===== src/rtl/cache_lru_arbiter_if.sv =====
// Bundle of requester, response and LRU-store signals around the cache LRU arbiter.
// slave is the arbiter's view, master is the view of the requesters plus LRU store.
interface cache_lru_arbiter_if #(
   parameter int unsigned SET_BITS = 9
) ();
   logic                req0_valid;
   logic                req0_ready;
   logic [SET_BITS-1:0] req0_addr;
   logic                req0_touch;
   logic [1:0]          req0_used_index;
   logic                req1_valid;
   logic                req1_ready;
   logic [SET_BITS-1:0] req1_addr;
   logic                req1_touch;
   logic [1:0]          req1_used_index;
   logic                rsp0_valid;
   logic [1:0]          rsp0_victim;
   logic                rsp1_valid;
   logic [1:0]          rsp1_victim;
   logic                flush_req;
   logic                busy;
   logic [SET_BITS-1:0] lru_addr;
   logic [1:0]          lru_used_index;
   logic                lru_enable_write;
   logic [1:0]          lru_least_used_index;

   modport slave (
      input  req0_valid, req0_addr, req0_touch, req0_used_index,
      input  req1_valid, req1_addr, req1_touch, req1_used_index,
      input  flush_req, lru_least_used_index,
      output req0_ready, req1_ready, rsp0_valid, rsp0_victim, rsp1_valid, rsp1_victim,
      output busy, lru_addr, lru_used_index, lru_enable_write
   );

   modport master (
      output req0_valid, req0_addr, req0_touch, req0_used_index,
      output req1_valid, req1_addr, req1_touch, req1_used_index,
      output flush_req, lru_least_used_index,
      input  req0_ready, req1_ready, rsp0_valid, rsp0_victim, rsp1_valid, rsp1_victim,
      input  busy, lru_addr, lru_used_index, lru_enable_write
   );
endinterface


===== src/rtl/cache_lru_arbiter.sv =====
// Two-port round-robin arbiter in front of a pseudo-LRU store with a 2-cycle read latency.
// Runs an init sweep (after reset or flush) that leaves way 3 as the victim of every set.
module cache_lru_arbiter #(
   parameter int unsigned SET_BITS      = 9,
   parameter bit          INIT_ON_RESET = 1'b1
) (
   input logic                main_clk,
   input logic                main_rst_n,
   cache_lru_arbiter_if.slave bus
);

   typedef enum logic {StInit, StRun} state_e;

   localparam state_e              ResetState = INIT_ON_RESET ? StInit : StRun;
   localparam logic [SET_BITS-1:0] SetOne     = {{(SET_BITS-1){1'b0}}, 1'b1};

   state_e              state_q, state_d;
   logic [SET_BITS-1:0] sweep_set_q, sweep_set_d;
   logic [1:0]          sweep_way_q, sweep_way_d;
   logic                ptr_q, ptr_d;
   logic                run, grant0, grant1;
   logic                p1_valid_q, p1_port_q, p2_valid_q, p2_port_q;
   logic                rsp0_hit, rsp1_hit;
   logic [1:0]          victim0_q, victim1_q;

   // Grant decision: single requester wins, contention goes to the pointer owner.
   always_comb begin
      run            = (state_q == StRun);
      grant0         = run && bus.req0_valid && (!bus.req1_valid || !ptr_q);
      grant1         = run && bus.req1_valid && (!bus.req0_valid || ptr_q);
      bus.req0_ready = grant0;
      bus.req1_ready = grant1;
      bus.busy       = !run;
   end

   // Drive the LRU store from the sweep counters in INIT, else from the winner.
   always_comb begin
      bus.lru_addr         = '0;
      bus.lru_used_index   = 2'd0;
      bus.lru_enable_write = 1'b0;
      if (state_q == StInit) begin
         bus.lru_addr         = sweep_set_q;
         bus.lru_used_index   = ~sweep_way_q; // 3,2,1,0 leaves way 3 least recent
         bus.lru_enable_write = 1'b1;
      end else if (grant0) begin
         bus.lru_addr         = bus.req0_addr;
         bus.lru_used_index   = bus.req0_used_index;
         bus.lru_enable_write = bus.req0_touch;
      end else if (grant1) begin
         bus.lru_addr         = bus.req1_addr;
         bus.lru_used_index   = bus.req1_used_index;
         bus.lru_enable_write = bus.req1_touch;
      end
   end

   // Next state, sweep counters and round-robin pointer.
   always_comb begin
      state_d     = state_q;
      sweep_set_d = sweep_set_q;
      sweep_way_d = sweep_way_q;
      ptr_d       = (run && bus.req0_valid && bus.req1_valid) ? ~ptr_q : ptr_q;
      unique case (state_q)
         StInit: begin
            sweep_way_d = sweep_way_q + 2'd1;
            if (sweep_way_q == 2'd3) begin
               sweep_set_d = sweep_set_q + SetOne;
               if (sweep_set_q == '1) begin
                  state_d = StRun;
               end
            end
         end
         StRun: begin
            if (bus.flush_req) begin
               state_d     = StInit;
               sweep_set_d = '0;
               sweep_way_d = 2'd0;
            end
         end
         default: state_d = state_q;
      endcase
   end

   // Control state register.
   always_ff @(posedge main_clk or negedge main_rst_n) begin
      if (!main_rst_n) begin
         state_q     <= ResetState;
         sweep_set_q <= '0;
         sweep_way_q <= 2'd0;
         ptr_q       <= 1'b0;
      end else begin
         state_q     <= state_d;
         sweep_set_q <= sweep_set_d;
         sweep_way_q <= sweep_way_d;
         ptr_q       <= ptr_d;
      end
   end

   // Route the store result back to the port whose access is two cycles old.
   always_comb begin
      rsp0_hit        = p2_valid_q && !p2_port_q;
      rsp1_hit        = p2_valid_q && p2_port_q;
      bus.rsp0_valid  = rsp0_hit;
      bus.rsp1_valid  = rsp1_hit;
      bus.rsp0_victim = rsp0_hit ? bus.lru_least_used_index : victim0_q;
      bus.rsp1_victim = rsp1_hit ? bus.lru_least_used_index : victim1_q;
   end

   // Response pipe and held victims; flush leaves in-flight entries alone.
   always_ff @(posedge main_clk or negedge main_rst_n) begin
      if (!main_rst_n) begin
         p1_valid_q <= 1'b0;
         p1_port_q  <= 1'b0;
         p2_valid_q <= 1'b0;
         p2_port_q  <= 1'b0;
         victim0_q  <= 2'd0;
         victim1_q  <= 2'd0;
      end else begin
         p1_valid_q <= grant0 | grant1;
         p1_port_q  <= grant1;
         p2_valid_q <= p1_valid_q;
         p2_port_q  <= p1_port_q;
         if (rsp0_hit) victim0_q <= bus.lru_least_used_index;
         if (rsp1_hit) victim1_q <= bus.lru_least_used_index;
      end
   end

endmodule


===== src/flat_wrapper.sv =====
// flat-port wrapper written by rule: the top's interface ports become plain ports
module cache_lru_arbiter_flat 
#(
   parameter int unsigned SET_BITS      = 9,
   parameter bit          INIT_ON_RESET = 1'b1
)
  (main_clk, main_rst_n, bus_req0_valid, bus_req0_addr, bus_req0_touch, bus_req0_used_index, bus_req1_valid, bus_req1_addr, bus_req1_touch, bus_req1_used_index, bus_flush_req, bus_lru_least_used_index, bus_req0_ready, bus_req1_ready, bus_rsp0_valid, bus_rsp0_victim, bus_rsp1_valid, bus_rsp1_victim, bus_busy, bus_lru_addr, bus_lru_used_index, bus_lru_enable_write);
  cache_lru_arbiter_if #(.SET_BITS(SET_BITS)) bus_i ();
  input logic main_clk;
  input logic main_rst_n;
  input wire logic [$bits(bus_i.req0_valid)-1:0] bus_req0_valid;
  input wire logic [$bits(bus_i.req0_addr)-1:0] bus_req0_addr;
  input wire logic [$bits(bus_i.req0_touch)-1:0] bus_req0_touch;
  input wire logic [$bits(bus_i.req0_used_index)-1:0] bus_req0_used_index;
  input wire logic [$bits(bus_i.req1_valid)-1:0] bus_req1_valid;
  input wire logic [$bits(bus_i.req1_addr)-1:0] bus_req1_addr;
  input wire logic [$bits(bus_i.req1_touch)-1:0] bus_req1_touch;
  input wire logic [$bits(bus_i.req1_used_index)-1:0] bus_req1_used_index;
  input wire logic [$bits(bus_i.flush_req)-1:0] bus_flush_req;
  input wire logic [$bits(bus_i.lru_least_used_index)-1:0] bus_lru_least_used_index;
  output wire logic [$bits(bus_i.req0_ready)-1:0] bus_req0_ready;
  output wire logic [$bits(bus_i.req1_ready)-1:0] bus_req1_ready;
  output wire logic [$bits(bus_i.rsp0_valid)-1:0] bus_rsp0_valid;
  output wire logic [$bits(bus_i.rsp0_victim)-1:0] bus_rsp0_victim;
  output wire logic [$bits(bus_i.rsp1_valid)-1:0] bus_rsp1_valid;
  output wire logic [$bits(bus_i.rsp1_victim)-1:0] bus_rsp1_victim;
  output wire logic [$bits(bus_i.busy)-1:0] bus_busy;
  output wire logic [$bits(bus_i.lru_addr)-1:0] bus_lru_addr;
  output wire logic [$bits(bus_i.lru_used_index)-1:0] bus_lru_used_index;
  output wire logic [$bits(bus_i.lru_enable_write)-1:0] bus_lru_enable_write;
  assign bus_i.req0_valid = bus_req0_valid;
  assign bus_i.req0_addr = bus_req0_addr;
  assign bus_i.req0_touch = bus_req0_touch;
  assign bus_i.req0_used_index = bus_req0_used_index;
  assign bus_i.req1_valid = bus_req1_valid;
  assign bus_i.req1_addr = bus_req1_addr;
  assign bus_i.req1_touch = bus_req1_touch;
  assign bus_i.req1_used_index = bus_req1_used_index;
  assign bus_i.flush_req = bus_flush_req;
  assign bus_i.lru_least_used_index = bus_lru_least_used_index;
  assign bus_req0_ready = bus_i.req0_ready;
  assign bus_req1_ready = bus_i.req1_ready;
  assign bus_rsp0_valid = bus_i.rsp0_valid;
  assign bus_rsp0_victim = bus_i.rsp0_victim;
  assign bus_rsp1_valid = bus_i.rsp1_valid;
  assign bus_rsp1_victim = bus_i.rsp1_victim;
  assign bus_busy = bus_i.busy;
  assign bus_lru_addr = bus_i.lru_addr;
  assign bus_lru_used_index = bus_i.lru_used_index;
  assign bus_lru_enable_write = bus_i.lru_enable_write;
  cache_lru_arbiter #(.SET_BITS(SET_BITS), .INIT_ON_RESET(INIT_ON_RESET)) u_core (.main_clk(main_clk), .main_rst_n(main_rst_n), .bus(bus_i));
endmodule

===== config.mk =====
export PLATFORM = sky130hd
export DESIGN_NAME = cache_lru_arbiter_flat
export DESIGN_NICKNAME = d
export VERILOG_FILES = /design/src/rtl/cache_lru_arbiter_if.sv /design/src/rtl/cache_lru_arbiter.sv /design/src/flat_wrapper.sv
export SDC_FILE = /design/constraint.sdc
export NUM_CORES = 1
export LEC_CHECK = 0
export BUFFER_PORTS_ARGS = -buffer_cell sky130_fd_sc_hd__buf_2
export CAP_MARGIN = 40
export CORE_UTILIZATION = 52
export CTS_BUF_LIST = sky130_fd_sc_hd__clkbuf_4 sky130_fd_sc_hd__clkbuf_8
export DETAILED_ROUTE_END_ITERATION = 7
export GPL_TIMING_DRIVEN = 1
export PLACE_DENSITY = 0.87
export SETUP_SLACK_MARGIN = 0.15
export SYNTH_ARGS = -nofsm -noshare
export SYNTH_HDL_FRONTEND = slang
export SYNTH_SLANG_ARGS = --single-unit

===== constraint.sdc =====
create_clock -name main_clk -period 4.1 [get_ports main_clk]
set_clock_uncertainty 0.15 [all_clocks]
set_input_delay 0.41 -clock main_clk [delete_from_list [all_inputs] [get_ports main_clk]]
set_output_delay 0.41 -clock main_clk [all_outputs]
set_load 0.01 [all_outputs]

* After elaboration in Yosys (flattened, before gate mapping) *
Index checks and enable logic that the tools add are counted.

storage, ports and cells
  bits in registers = 21
  latch bits = 0
  bits in writable memories = 0
  bits in read-only memories = 0
  output and inout port bits = 21
  logic and storage cells = 55
  memories kept = 0

operators by class
  add/subtract/negate cells = 2
  multiply operators = 0
  div/mod/pow operators = 0
  magnitude comparators = 0
  equality and inequality tests = 4
  shift-type cells = 0
  multiplexer cells = 20
  bitwise operators = 4
  reductions and logical operators = 15

operators by type and width
  kind                                         count
  two-way mux 9 bit                            5
  case mux 9 bit (2 select lines)              1
  two-way mux 2 bit                            6
  adder 9 x 1 -> 9 bit, second input constant  1
  == test 9 bit, second input constant         1
  logical AND 1 bit                            7
  two-way mux 1 bit                            6
  logical NOT 1 bit                            5
  != test 2 bit, second input constant         2
  case mux 2 bit (2 select lines)              1
  adder 2 x 1 -> 2 bit, second input constant  1
  == test 2 bit, second input constant         1
  logical OR 1 bit                             2
  NOT 1 bit                                    2
  NOT 2 bit                                    1
  case mux 1 bit (2 select lines)              1
  AND reduction 2 bit                          1
  OR 1 bit                                     1

* Logic depth before layout (Yosys ltp) *
  word-level depth = 6
  mapped depth = 5
  mapped depth without buffers = 5

* Least setup slack after synthesis *
OpenSTA, ideal clock, no wires.

  path kind = input to output
  start = in bus_req0_valid
  end = out bus_lru_addr[0]
  arrival time = 1.112 ns
  data required time = 3.540 ns
  path slack = 2.428 ns
  cell stages on the path = 4
  path through = nand2_1 a21oi_1 buf_2 a221o_1

between the ends
  elaborated cells between the ends (all ways) = 8
  classes of those cells = 3 x mux; 5 x reduce/logical

RTL lines
  item                            line                     text
  start: declaration              flat_wrapper.sv:11       input wire logic [$bits(bus_i.req0_valid)-1:0] bus_req0_valid;
  logical AND 1 bit (2 in a row)  cache_lru_arbiter.sv:29  grant0 = run && bus.req0_valid && (!bus.req1_valid || !ptr_q);
  net bus_req0_ready              flat_wrapper.sv:21       output wire logic [$bits(bus_i.req0_ready)-1:0] bus_req0_ready;
  two-way mux 9 bit               cache_lru_arbiter.sv:45  end else if (grant0) begin
  two-way mux 9 bit               cache_lru_arbiter.sv:41  if (state_q == StInit) begin
  end: declaration                flat_wrapper.sv:28       output wire logic [$bits(bus_i.lru_addr)-1:0] bus_lru_addr;

The timed path passes the listed nets, and every way through them passes these cells.

* Final worst setup path *
  start = reg u_core.state_q, in the netlist u_core.run
  end = out bus_lru_addr[5]

between the ends
  word-level cells in the longest chain between the ends = 5
  elaborated cells between the ends (all ways) = 7
  classes of those cells = 3 x mux; 4 x reduce/logical

ends and longest elaborated chain
  item                            line                     text
  start: declaration              cache_lru_arbiter.sv:17  state_e state_q, state_d;
  start signal: assignment        cache_lru_arbiter.sv:86  state_q <= ResetState;
  start signal: assignment        cache_lru_arbiter.sv:91  state_q <= state_d;
  logical AND 1 bit (2 in a row)  cache_lru_arbiter.sv:30  grant1 = run && bus.req1_valid && (!bus.req0_valid || ptr_q);
  two-way mux 9 bit               cache_lru_arbiter.sv:49  end else if (grant1) begin
  two-way mux 9 bit               cache_lru_arbiter.sv:45
  two-way mux 9 bit *             cache_lru_arbiter.sv:41

Every way passes the cells marked *; elsewhere a longest branch is shown, timed or not.

==> metrics.yaml <==
pwr:
  max-vdd-ir-drop_v: 0.000371
  leakagePower_nw: 0.752
  p_per_area_mw_per_mm2: 453
synth:
  synth_ff_type: "dfrtp_1"
  synth_edf_count: 0
  yosys_warnings: 0
  synth_xor_area_frac: 0.00763
  yosys.area_share.simple: 0.195
  synth_seq_area_share: 0.458
  syn_area_per_cell_sq_um: 10.4
  synth_adder_area_share: 0.0327
  synth_top_family_by_area: "compound AO/OA/AOI/OAI gates"
  synth_area_sq_mm: 0.00115
  synth_seq_cells: 21
  ys_async_sr_fraction: 1.00
  synth_compound_area_frac: 0.203
  muxShareOfSynthArea: 0.0654
  synth_nets: 144
  synthDistinctLibCells: 29
  syn_inst: 110
layout:
  layout.nets: 199
  area_growth_pct: 27.7
  insertedDiodeCount: 0
  layout-drive-gt1-share: 0.390
  fin_util: 0.725
route:
  drtAntennaViolNets: 0
  drt_iter0_drc: 28
  routed_wl_um: 2910
  drt_drc_violations_left: 0
  post_drt_via_cell_ratio: 5.69
  first_pass_iters: 4
  vias: 1087
  post_drt_wl_per_cell_um: 15.2
status:
  outcome: "complete, no violations"
setup_path:
  required_ps: 3540
  r2r-end: "u_core.sweep_set_q[5]"
  r2r_slack_ps: 2380
  cp-end-kind: "output pin"
  r2r_start: "u_core.sweep_way_q[0]"
  endpoint: "bus_lru_addr[5]"
  worstSetupStartpoint: "u_core.run"
  worstPathArrival_ps: 2050
  crit_type: "register to output pin"
  cp_max_fo: 22
  r2r_cells: 4
  cp-start-kind: "register"
clock_network:
  clock_path_buffers: 2
  cts_tree: "done"
  insertion_delay_ps: 310
  cts_root_buffer: "clkbuf_4"
  clock-sinks: 21
  clk_pin_slew_ps: 130
  numCtsBuffers: 3
  cts.htree.levels: 1
  postCtsSetupBuffers: 0
global_routing:
  grt_pass1_wl_um: 4970
  antenna_found_initial: 0
  grt_usage: 0.268
  grt_max_degree: 23
  grt_pass1_vias: 1081
  overflow: 0
floorplanning:
  die_area_sq_mm: 0.00240
  core_area_sq_mm: 0.00202
  start_util: 0.568
  ios: 52
  die_h_um: 49
  die_w_um: 49
  fp-row-count: 16
sta:
  slew_headroom: 0.607
  setup_viol: 0
  tns_ps: 0
  worstMarginPinSlew_ps: 590
  fin_ws_ps: 1490
  whs_ps: 188
  rsz0062_at_grt: "no"
  min_period_over_period: 0.638
  period_minus_slack_ps: 2610
  hold_viol_final: 0
  drv_slew: 0
  max_freq_mhz: 383
placement:
  routabilityCongestion: 0.934
  preCtsSetupSlack_ps: 1580
  port_buffers: 51
  hpwlAfterDp_um: 2180
run:
  maxCapViolCount: 0
worst_hold_path:
  hold_depth: 2
  hold_class: "input pin to register"
[worst max-delay path, stage by stage (launching register included)]
cell     delay, ps
dfrtp_1        740
nand2_1        100
a21oi_1        360
buf_4          250
a221o_1        160
buf_2          130
[layout by cell type, fill, tap and decap left out, types with 2 or more instances in the layout]
| master | count |
|---|---|
| a21oi_1 | 7 |
| a221o_1 | 12 |
| a22o_1 | 3 |
| and2b_1 | 5 |
| buf_2 | 51 |
| buf_4 | 2 |
| clkbuf_4 | 3 |
| dfrtp_1 | 21 |
| ha_1 | 3 |
| inv_1 | 5 |
| mux2_2 | 4 |
| mux2i_1 | 3 |
| nand2_1 | 10 |
| nand3_1 | 2 |
| nand4_1 | 2 |
| nor2_1 | 8 |
| nor2b_1 | 5 |
| o21ai_0 | 4 |
[flip-flops by register name (all words and copies together) (netlist names)]
| signal | flops |
|---|---|
| u_core.p1_port_q | 1 |
| u_core.run | 1 |
| u_core.p2_valid_q | 1 |
| u_core.sweep_set_q | 9 |
| u_core.p2_port_q | 1 |
| u_core.victim1_q | 2 |
| u_core.sweep_way_q | 2 |
| u_core.victim0_q | 2 |
| u_core.ptr_q | 1 |
| u_core.p1_valid_q | 1 |
[stage by stage]
| step | instances | cell area (sq um) | total power, mW |
|---|---|---|---|
| after floorplan | 110 | 1150 | 0.458 |
| after global placement | 184 | 1410 | 0.540 |
| after detailed placement | 185 | 1420 | 0.555 |
| after CTS | 190 | 1460 | 0.665 |
| after global routing | 191 | 1470 | 0.709 |
| final | 191 | 1470 | 0.664 |
[cells in the mapped netlist, drive strengths merged (2+ instances only)]
cell type / instances / area, sq um
nor2b: 5 / 31.3
nand2: 10 / 37.5
nor2: 8 / 30.0
a21oi: 7 / 35.0
a22o: 3 / 26.3
a221o: 12 / 120
o21ai: 4 / 20.0
dfrtp: 21 / 526
and2b: 5 / 37.5
nand4: 2 / 12.5
buf: 4 / 26.3
nand3: 3 / 20.0
mux2i: 3 / 30.0
ha: 3 / 37.5
inv: 5 / 18.8
mux2: 4 / 45.0
[cell families after synthesis]
kind of cell             Yosys count
AND/OR/NAND/NOR                   39
buffers and inverters              9
flip-flops                        21
XOR/XNOR                           1
adder cells (fa/ha/maj)            3
multiplexers                       7
AO/OA/AOI/OAI                     30
[how the worst min path moves through the flow]
| stage | from | end |
|---|---|---|
| final | bus_flush_req | u_core.sweep_way_q[0] |
| after CTS | bus_flush_req | u_core.sweep_way_q[0] |
| after global routing | bus_flush_req | u_core.sweep_way_q[0] |
| after floorplan | main_rst_n | u_core.p1_port_q |
| after global placement | u_core.p1_valid_q | u_core.p2_valid_q |
| after detailed placement | u_core.p1_port_q | u_core.p2_port_q |
[layout make-up]
type                       instances  area (sq um)
tap                               27          33.8
clock inverter                     1          7.51
fill                             142           556
sequential                        21           526
clock buffer                       3          22.5
inverter                           5          18.8
timing repair buffer              54           280
multi-input combinational         80           578
[layer usage]
layer | up-vias | part of all wire | global-route usage | wire [um]
li1 | 516 | - | - | -
met1 | 520 | 0.43 | 0.346 | 1240
met2 | 47 | 0.51 | 0.458 | 1480
met3 | 4 | 0.055 | 0.0312 | 159
met4 | 0 | 0.011 | 0.108 | 31
met5 | - | 0 | 0 | 0
[report_power, final]
group	switching [mW]	internal (mW)
clock network	0.0676	0.0373
logic	0.126	0.125
registers	0.0598	0.248
[what timing repair did]
action,in CTS,in global routing
hold buffers,1,0
resized for setup,0,0
endpoints found under the hold margin,21,0
Note: power is estimated with default switching activity, not from simulation.
